<file path="src/rtl/mem_if_pkg.sv">
// mem_if_pkg: shared memory access state encoding and bus size defaults
package mem_if_pkg;
  localparam int DEF_ADDR_WIDTH = 13;
  localparam int DEF_DATA_WIDTH = 16;
  localparam int DEF_MEM_LAST = 600;
  typedef enum logic [1:0] {IDLE, RD_WAIT, WR_WAIT, RESP} state_t;
endpackage

</file>
<file path="src/rtl/mem_initiator_if.sv">
// mem_initiator_if: CPU request/response and memory strobe bundle
interface mem_initiator_if import mem_if_pkg::*; #(
  parameter int ADDR_WIDTH = DEF_ADDR_WIDTH,
  parameter int DATA_WIDTH = DEF_DATA_WIDTH
) ();
  logic req_valid;
  logic req_ready;
  logic req_we;
  logic [ADDR_WIDTH-1:0] req_addr;
  logic [DATA_WIDTH-1:0] req_wdata;
  logic rsp_valid;
  logic [DATA_WIDTH-1:0] rsp_rdata;
  logic rsp_err;
  logic mem_read;
  logic mem_write;
  logic [ADDR_WIDTH-1:0] mem_read_addr;
  logic [ADDR_WIDTH-1:0] mem_write_addr;
  logic [DATA_WIDTH-1:0] mem_wr_data;
  logic [DATA_WIDTH-1:0] mem_rd_data;
  logic mem_rd_done;
  logic mem_wr_done;
  modport master (
    input req_valid, req_we, req_addr, req_wdata, mem_rd_data, mem_rd_done, mem_wr_done,
    output req_ready, rsp_valid, rsp_rdata, rsp_err, mem_read, mem_write, mem_read_addr,
      mem_write_addr, mem_wr_data
  );
  modport slave (
    output req_valid, req_we, req_addr, req_wdata, mem_rd_data, mem_rd_done, mem_wr_done,
    input req_ready, rsp_valid, rsp_rdata, rsp_err, mem_read, mem_write, mem_read_addr,
      mem_write_addr, mem_wr_data
  );
endinterface

</file>
<file path="src/rtl/mem_timeout_ctr.sv">
// mem_timeout_ctr: counts wait cycles and flags the last allowed one
module mem_timeout_ctr import mem_if_pkg::*; #(
  parameter int TIMEOUT = 15
) (
  input  logic clk,
  input  logic rst,
  input  logic clr,
  input  logic en,
  output logic expired
);
  logic [7:0] cnt;
  // expired marks the TIMEOUT-th wait cycle, so the strobe lasts exactly TIMEOUT cycles
  assign expired = cnt == 8'(TIMEOUT - 1);
  // cleared while idle so every wait starts from zero
  always_ff @(posedge clk or negedge rst)
    if (!rst) cnt <= '0;
    else if (clr) cnt <= '0;
    else if (en) cnt <= cnt + 8'd1;
endmodule

</file>
<file path="src/rtl/mem_initiator.sv">
// mem_initiator: single-outstanding memory access engine with range check and timeout
module mem_initiator import mem_if_pkg::*; #(
  parameter int ADDR_WIDTH = DEF_ADDR_WIDTH,
  parameter int DATA_WIDTH = DEF_DATA_WIDTH,
  parameter int MEM_LAST = DEF_MEM_LAST,
  parameter int TIMEOUT = 15
) (
  input logic clk,
  input logic rst,
  mem_initiator_if.master bus
);
  localparam logic [ADDR_WIDTH-1:0] LAST = ADDR_WIDTH'(MEM_LAST);
  state_t state, state_n;
  logic err_n, expired, accept, oor, waiting;
  assign accept = bus.req_ready && bus.req_valid;
  assign oor = bus.req_addr > LAST;
  assign waiting = state == RD_WAIT || state == WR_WAIT;
  mem_timeout_ctr #(.TIMEOUT(TIMEOUT)) u_ctr (
    .clk(clk),
    .rst(rst),
    .clr(state == IDLE),
    .en(waiting),
    .expired(expired)
  );
  // state register
  always_ff @(posedge clk or negedge rst)
    if (!rst) state <= IDLE;
    else state <= state_n;
  // next state; done wins over a timeout landing in the same cycle
  always_comb begin
    state_n = state;
    err_n = 1'b0;
    case (state)
      IDLE: if (accept) begin
        state_n = oor ? RESP : bus.req_we ? WR_WAIT : RD_WAIT;
        err_n = oor;
      end
      RD_WAIT: if (bus.mem_rd_done || expired) begin
        state_n = RESP;
        err_n = !bus.mem_rd_done;
      end
      WR_WAIT: if (bus.mem_wr_done || expired) begin
        state_n = RESP;
        err_n = !bus.mem_wr_done;
      end
      default: state_n = IDLE;
    endcase
  end
  // all outputs are flops decoded from the next state so strobes never glitch
  always_ff @(posedge clk or negedge rst)
    if (!rst) begin
      bus.req_ready <= 1'b0;
      bus.rsp_valid <= 1'b0;
      bus.rsp_err <= 1'b0;
      bus.rsp_rdata <= '0;
      bus.mem_read <= 1'b0;
      bus.mem_write <= 1'b0;
      bus.mem_read_addr <= '0;
      bus.mem_write_addr <= '0;
      bus.mem_wr_data <= '0;
    end else begin
      bus.req_ready <= state_n == IDLE;
      bus.rsp_valid <= state_n == RESP;
      bus.rsp_err <= err_n;
      bus.rsp_rdata <= (state == RD_WAIT && bus.mem_rd_done) ? bus.mem_rd_data : '0;
      bus.mem_read <= state_n == RD_WAIT;
      bus.mem_write <= state_n == WR_WAIT;
      if (accept && !oor && !bus.req_we) bus.mem_read_addr <= bus.req_addr;
      if (accept && !oor && bus.req_we) begin
        bus.mem_write_addr <= bus.req_addr;
        bus.mem_wr_data <= bus.req_wdata;
      end
    end
endmodule

</file>
<file path="src/flat_wrapper.sv">
// flat-port wrapper written by rule: the top's interface ports become plain ports
module mem_initiator_flat import mem_if_pkg::*;
#(
  parameter int ADDR_WIDTH = DEF_ADDR_WIDTH,
  parameter int DATA_WIDTH = DEF_DATA_WIDTH,
  parameter int MEM_LAST = DEF_MEM_LAST,
  parameter int TIMEOUT = 15
)
  (clk, rst, bus_req_valid, bus_req_we, bus_req_addr, bus_req_wdata, bus_mem_rd_data, bus_mem_rd_done, bus_mem_wr_done, bus_req_ready, bus_rsp_valid, bus_rsp_rdata, bus_rsp_err, bus_mem_read, bus_mem_write, bus_mem_read_addr, bus_mem_write_addr, bus_mem_wr_data);
  mem_initiator_if #(.ADDR_WIDTH(ADDR_WIDTH), .DATA_WIDTH(DATA_WIDTH)) bus_i ();
  input logic clk;
  input logic rst;
  input wire logic [$bits(bus_i.req_valid)-1:0] bus_req_valid;
  input wire logic [$bits(bus_i.req_we)-1:0] bus_req_we;
  input wire logic [$bits(bus_i.req_addr)-1:0] bus_req_addr;
  input wire logic [$bits(bus_i.req_wdata)-1:0] bus_req_wdata;
  input wire logic [$bits(bus_i.mem_rd_data)-1:0] bus_mem_rd_data;
  input wire logic [$bits(bus_i.mem_rd_done)-1:0] bus_mem_rd_done;
  input wire logic [$bits(bus_i.mem_wr_done)-1:0] bus_mem_wr_done;
  output wire logic [$bits(bus_i.req_ready)-1:0] bus_req_ready;
  output wire logic [$bits(bus_i.rsp_valid)-1:0] bus_rsp_valid;
  output wire logic [$bits(bus_i.rsp_rdata)-1:0] bus_rsp_rdata;
  output wire logic [$bits(bus_i.rsp_err)-1:0] bus_rsp_err;
  output wire logic [$bits(bus_i.mem_read)-1:0] bus_mem_read;
  output wire logic [$bits(bus_i.mem_write)-1:0] bus_mem_write;
  output wire logic [$bits(bus_i.mem_read_addr)-1:0] bus_mem_read_addr;
  output wire logic [$bits(bus_i.mem_write_addr)-1:0] bus_mem_write_addr;
  output wire logic [$bits(bus_i.mem_wr_data)-1:0] bus_mem_wr_data;
  assign bus_i.req_valid = bus_req_valid;
  assign bus_i.req_we = bus_req_we;
  assign bus_i.req_addr = bus_req_addr;
  assign bus_i.req_wdata = bus_req_wdata;
  assign bus_i.mem_rd_data = bus_mem_rd_data;
  assign bus_i.mem_rd_done = bus_mem_rd_done;
  assign bus_i.mem_wr_done = bus_mem_wr_done;
  assign bus_req_ready = bus_i.req_ready;
  assign bus_rsp_valid = bus_i.rsp_valid;
  assign bus_rsp_rdata = bus_i.rsp_rdata;
  assign bus_rsp_err = bus_i.rsp_err;
  assign bus_mem_read = bus_i.mem_read;
  assign bus_mem_write = bus_i.mem_write;
  assign bus_mem_read_addr = bus_i.mem_read_addr;
  assign bus_mem_write_addr = bus_i.mem_write_addr;
  assign bus_mem_wr_data = bus_i.mem_wr_data;
  mem_initiator #(.ADDR_WIDTH(ADDR_WIDTH), .DATA_WIDTH(DATA_WIDTH), .MEM_LAST(MEM_LAST), .TIMEOUT(TIMEOUT)) u_core (.clk(clk), .rst(rst), .bus(bus_i));
endmodule
</file>
<file path="config.mk">
export PLATFORM = sky130hd
export DESIGN_NAME = mem_initiator_flat
export DESIGN_NICKNAME = d
export VERILOG_FILES = /design/src/rtl/mem_if_pkg.sv /design/src/rtl/mem_initiator_if.sv /design/src/rtl/mem_timeout_ctr.sv /design/src/rtl/mem_initiator.sv /design/src/flat_wrapper.sv
export SDC_FILE = /design/constraint.sdc
export NUM_CORES = 1
export LEC_CHECK = 0
export BUFFER_PORTS_ARGS = -buffer_cell sky130_fd_sc_hd__buf_2
export CAP_MARGIN = 25
export CORE_ASPECT_RATIO = 0.9
export CORE_MARGIN = 2
export CORE_UTILIZATION = 44
export DETAILED_ROUTE_END_ITERATION = 10
export PLACE_DENSITY = 0.81
export RECOVER_POWER = 25
export SYNTH_ARGS = -nofsm -noshare
export SYNTH_HDL_FRONTEND = slang
export SYNTH_SLANG_ARGS = --single-unit
</file>
<file path="constraint.sdc">
create_clock -name clk -period 1.4 [get_ports clk]
set_input_delay 0.14 -clock clk [delete_from_list [all_inputs] [get_ports clk]]
set_output_delay 0.14 -clock clk [all_outputs]
set_load 0.01 [all_outputs]
</file>
### Yosys cells after proc, flatten, opt, wreduce, memory -nomap -nowiden

Cells that the tools add are included.

* register bits: 73
* logic and storage cells: 47

* $lt $le $gt $ge: 1
* equality and inequality tests: 6
* mux-type cells: 13
* reductions and logical operators: 15
* add/sub/neg operators: 1

Operators by type and width (number)
* 2-to-1 mux 16 bit: 1
* 2-to-1 mux 8 bit: 2
* > comparator 13 x 10 -> 1 bit (second input constant): 1
* 2-to-1 mux 2 bit: 5
* adder 8 x 1 -> 8 bit (second input constant): 1
* == test 8 x 4 -> 1 bit (second input constant): 1
* == test 2 bit (second input constant): 3
* one-hot mux 2 bit (3 select lines): 1
* logical AND 1 bit: 5
* == test 2 x 1 -> 1 bit (second input constant): 2
* logical NOT 1 bit: 4
* logical NOT 2 bit: 2
* logical OR 1 bit: 3
* 2-to-1 mux 1 bit: 3
* one-hot mux 1 bit (3 select lines): 1
* nonzero test 2 bit: 1

### Longest topological paths before layout

* word-level depth: 5
* depth in mapped cells: 6
* gate-level depth less buffers: 6

### Cells and area by module

Synthesis repeated with hierarchy kept, for this count alone.

* cell total of the unflattened synthesis: 214
* area, all modules: 2979.1 um^2

By module, submodules not included
* mem_initiator: cells each 172, times used 1, area each 2552.4 um^2, seq. area each 1626.6 um^2
* mem_timeout_ctr: cells each 42, times used 1, area each 426.7 um^2, seq. area each 200.2 um^2

### Worst setup path before layout

No wires, ideal clock.

* kind: input to register
* start: input port bus_req_addr[12]
* end: register u_core.bus.mem_read_addr[4]
* path buffers: 1
* data required time: 1275 ps
* slack: -184 ps
* library setup time: 125 ps
* arrival: 1459 ps
* stages on the path: 5
* cell sequence: or3_4 a2111oi_4 nand2_2 buf_6 mux2_4

* longest elaborated chain between the ends: 4

RTL lines
* from (decl): line flat_wrapper.sv:15 `input wire logic [$bits(bus_i.req_addr)-1:0] bus_req_addr;`
* > comparator 13 x 10 -> 1 bit: line mem_initiator.sv:16 `assign oor = bus.req_addr > LAST;`
* logical NOT 1 bit: line mem_initiator.sv:68 `if (accept && !oor && !bus.req_we) bus.mem_read_addr <= bus.req_addr;`
* logical AND 1 bit (2 in a row): line mem_initiator.sv:68
* to (signal assigned): line mem_initiator.sv:68
* to (decl): line mem_initiator_if.sv:24 `output req_ready, rsp_valid, rsp_rdata, rsp_err, mem_read, mem_write, mem_read_addr,`

No other way between the ends.
A chain may end at the register's enable or synchronous reset.

### Worst setup path after layout

* start: register u_core.bus.req_ready
* end: register u_core.bus.mem_wr_data[13] (netlist bit)

* longest elaborated chain between the ends: 3

RTL lines
* from (decl): line mem_initiator_if.sv:24
* from (signal assigned): line mem_initiator.sv:52 `bus.req_ready <= 1'b0;`
* from (signal assigned): line mem_initiator.sv:62 `bus.req_ready <= state_n == IDLE;`
* logical AND 1 bit: line mem_initiator.sv:15 `assign accept = bus.req_ready && bus.req_valid;`
* logical AND 1 bit (2 in a row): line mem_initiator.sv:69 `if (accept && !oor && bus.req_we) begin`
* to (signal assigned): line mem_initiator.sv:71 `bus.mem_wr_data <= bus.req_wdata;`
* to (decl): line mem_initiator_if.sv:25 `mem_write_addr, mem_wr_data`

No other way between the ends.

==> metrics.txt <==
first-pass GRT wire length between 10000 and 15000 µm; cell count of the worst hold path 2; root buffer cell clkbuf_8; CTS sink cnt 73; effective utilization at floorplan 45.4%; post-route clock period utilization 106%; CTS Buffer Depth 2; insertion delay of the later-clocked pin in the worst-skew pair between 300 and 400 ps; top cell type's share of synthesized area 61.1%; post-synthesis instance total 221; series of cell instances along the critical path nand3_1 > a211oi_2 > nand2_2 > buf_12 > mux2_4; Setup crit start kind flip-flop; number of flip-flops and latches in the synthesized netlist 73; hold_sp bus_req_wdata[2]; Area contributors post-synth dfrtp_1 61%, mux2_2 8.7%, mux2_4 6.5%; number of endpoints with negative hold slack in the final report 0; highest clock frequency the design can meet approximately 670 MHz; layout overhead on the synthesized area 41.4%; register-to-register setup slack -80 ps; count of input and output buffers 113; via count of the first global-routing pass 2322; post-synthesis instance area 0.00299 mm²; share of synthesized registers carrying an async set or reset 100%; standard-cell row count 28; violations in the final reports negative setup slack; FF-to-FF End u_core.bus.mem_wr_data[13]; standard cell core area 0.00659 mm²; result of the run finished, violations left; RSZ-0062 raised after global routing true; sum of negative setup slack -1890 ps; number of antenna violations at the first check in global routing 0; total gr overflow 0; area share of xor/xnor cells in the synthesized design 0.586%; Antenna Cells 0; cell taking the most area after synthesis dfrtp_1; Tot GR Track Use 18.8%; final-stage net count 426; Warnings, synthesis 0; fraction of the mapped netlist area in adder cells 0.838%; clock-pin slew on the worst setup and hold paths 80 ps; pin count of the biggest net entering global routing 74; IR drop worst, VDD 852 µV; vias per cell approximately 5.1; number of iterations in the first detailed-routing pass 4; CTS buffer count 9; worst reg2reg path startpoint u_core.bus.req_ready; Crit-path slowest cell dfrtp_1; total wirelength of the detailed-routed design 7050 µm; number of design-rule violations left by the first detailed-router iteration 68; minimum setup slack in the final design -83.2 ps; category of the most critical setup path reg -> reg; half-perimeter wire length of the detailed placement result around 4700 µm; worst-path fanout max 28; proportion of layout cells with a drive suffix above 1 between 50% and 60%; number of cells on the worst reg-to-reg path 5; Worst slew margin 41.2%; number of cells in the finished layout apart from fillers 468; capturing element type of the critical path flip-flop; die outline area 0.00747 mm²; y dimension of the die 82.2 µm; final design area excluding fillers 0.00422 mm²; WP data required 1620 ps; CTS H-tree depth 3; multiplexer area fraction after synthesis between 10% and 20%; drc violations 0; worst setup slack before clock tree synthesis -406 ps; largest stage delay on the critical path 380 ps; Post-Synth Simple-Gate Area 12.4%; synthesized net count around 270; worst hold path type in -> reg; cell family with the largest share of critical-path delay flip-flops; I/O pin total 114; total placed cells including tap cells 445; largest family of logic cells by synthesized area multiplexers; post-synthesis compound-gate area fraction 7.58%; die outline width 90.9 µm; leading post-synthesis cells by instance count 73 x dfrtp_1, 23 x mux2_2, 17 x and3_1; transition time at the pin with the least slew margin around 880 ps; number of synthesized flops with an enable pin 0; average instance area after synthesis 13.5 µm²; synth unique cells 43; Hold Path End u_core.bus.mem_wr_data[2]; routed vias 2387; leakage dissipation 2.34 nW; Antenna Nets Post-Route 0; Slew Viols, Final 0; Power per Cell Area 1650 mW/mm²; Hold Worst Slack 29.6 ps; portion of the post-synthesis area used by sequential elements 61.1%; CTS tree built; Buf+Inv Stages, Crit Path 1; WL per Instance 15.1 µm; Final Critical Period 1480 ps; arrival time worst endpoint approximately 1700 ps; most used standard cell by instance count after synthesis dfrtp_1; top flip-flop cell by instance count after synthesis dfrtp_1; Setup violations, final 42; final weighted congestion of routability-driven global placement 0.871; Cell Area, Placed 0.00387 mm²; max cap viols 0; final setup skew 3.99 ps
==> report_power, final <==
group / internal (mW) / switching (mW)
registers: 2.61 / 0.296
clock network: 1.01 / 0.777
logic: 1.17 / 1.12
total: 4.79 / 2.19
==> cell type report <==
cell class | instances | area, µm²
Fill cell | 506 | 2360
Clock inverter | 6 | 90.1
Timing Repair Buffer | 150 | 866
Tap cell | 90 | 113
Clock buffer | 10 | 128
Sequential cell | 73 | 1830
Inverter | 3 | 11.3
Multi-Input combinational cell | 136 | 1190
==> metal layers <==
metal	GRT usage [%]	part of all wire [%]
met5	0	0
met4	7.88	2.2
met3	6.44	6.9
met2	30.3	48
met1	23.7	43
==> sequential cells by signal, summed over array words and instances (netlist names) <==
name and cells:
u_core.state 2, u_core.bus.rsp_valid 1, u_core.bus.mem_read 1, u_core.bus.mem_write_addr 13
u_core.bus.mem_read_addr 13, u_core.bus.mem_wr_data 16, u_core.bus.rsp_err 1, u_core.bus.mem_write 1
u_core.bus.req_ready 1, u_core.u_ctr.cnt 8, u_core.bus.rsp_rdata 16
==> placed cells by master, fill, tap and decap left out, types with 2 or more instances in the layout <==
| cell type | instances |
|---|---|
| a211oi_2 | 2 |
| a21boi_1 | 2 |
| a21oi_1 | 4 |
| a21oi_2 | 2 |
| a41oi_1 | 2 |
| and2_1 | 7 |
| and3_1 | 17 |
| buf_2 | 113 |
| buf_4 | 33 |
| buf_6 | 2 |
| bufinv_16 | 2 |
| clkbuf_8 | 9 |
| dfrtp_1 | 71 |
| dfrtp_2 | 2 |
| inv_1 | 2 |
| mux2_2 | 23 |
| mux2_4 | 13 |
| nand2_1 | 11 |
| nand2_2 | 2 |
| nand3_1 | 3 |
| nand4_1 | 2 |
| nor2_1 | 8 |
| nor3_1 | 3 |
| nor3_2 | 2 |
| o21ai_0 | 3 |
| o2bb2ai_1 | 2 |
| or3_4 | 2 |
| xnor2_1 | 2 |
==> through the flow <==
step	utilization, %	power (mW)
floorplan	-	4.04
global placement	58.7	4.98
detailed placement	58.7	5.08
CTS	63.0	6.94
global route	64.1	7.39
finish	64.1	6.98
==> kinds of logic after synthesis <==
family	count (synthesis)
DFF	73
and+or+nand+nor	67
muxes	36
AOI/OAI and AO/OA	28
buffers and inverters	13
xor gates and xnor gates	2
adders and majority gates	2
==> timing repair <==
action                     CTS  global route
hold buffers                 1             0
resized for setup           12            15
hold endpoints to repair    73             0
setup endpoints to repair   44            49
buffers inserted             3             2
cloned                       1             0
pin swaps                    8             8
==> worst max-delay path by stage <==
stage / from / end / slack (ps) / cells after the start
after floorplan: bus_req_addr[5] / u_core.bus.mem_read_addr[4] / -160 / 5
after global placement: bus_req_addr[5] / u_core.bus.mem_read_addr[5] / -360 / 5
after detailed placement: bus_req_addr[5] / u_core.bus.mem_read_addr[6] / -410 / 5
after CTS: u_core.bus.req_ready / u_core.bus.mem_wr_data[13] / -30 / 5
after global routing: u_core.bus.req_ready / u_core.bus.mem_write / -120 / 5
final: u_core.bus.req_ready / u_core.bus.mem_wr_data[13] / -80 / 5
(Power assumes the default switching activity.)
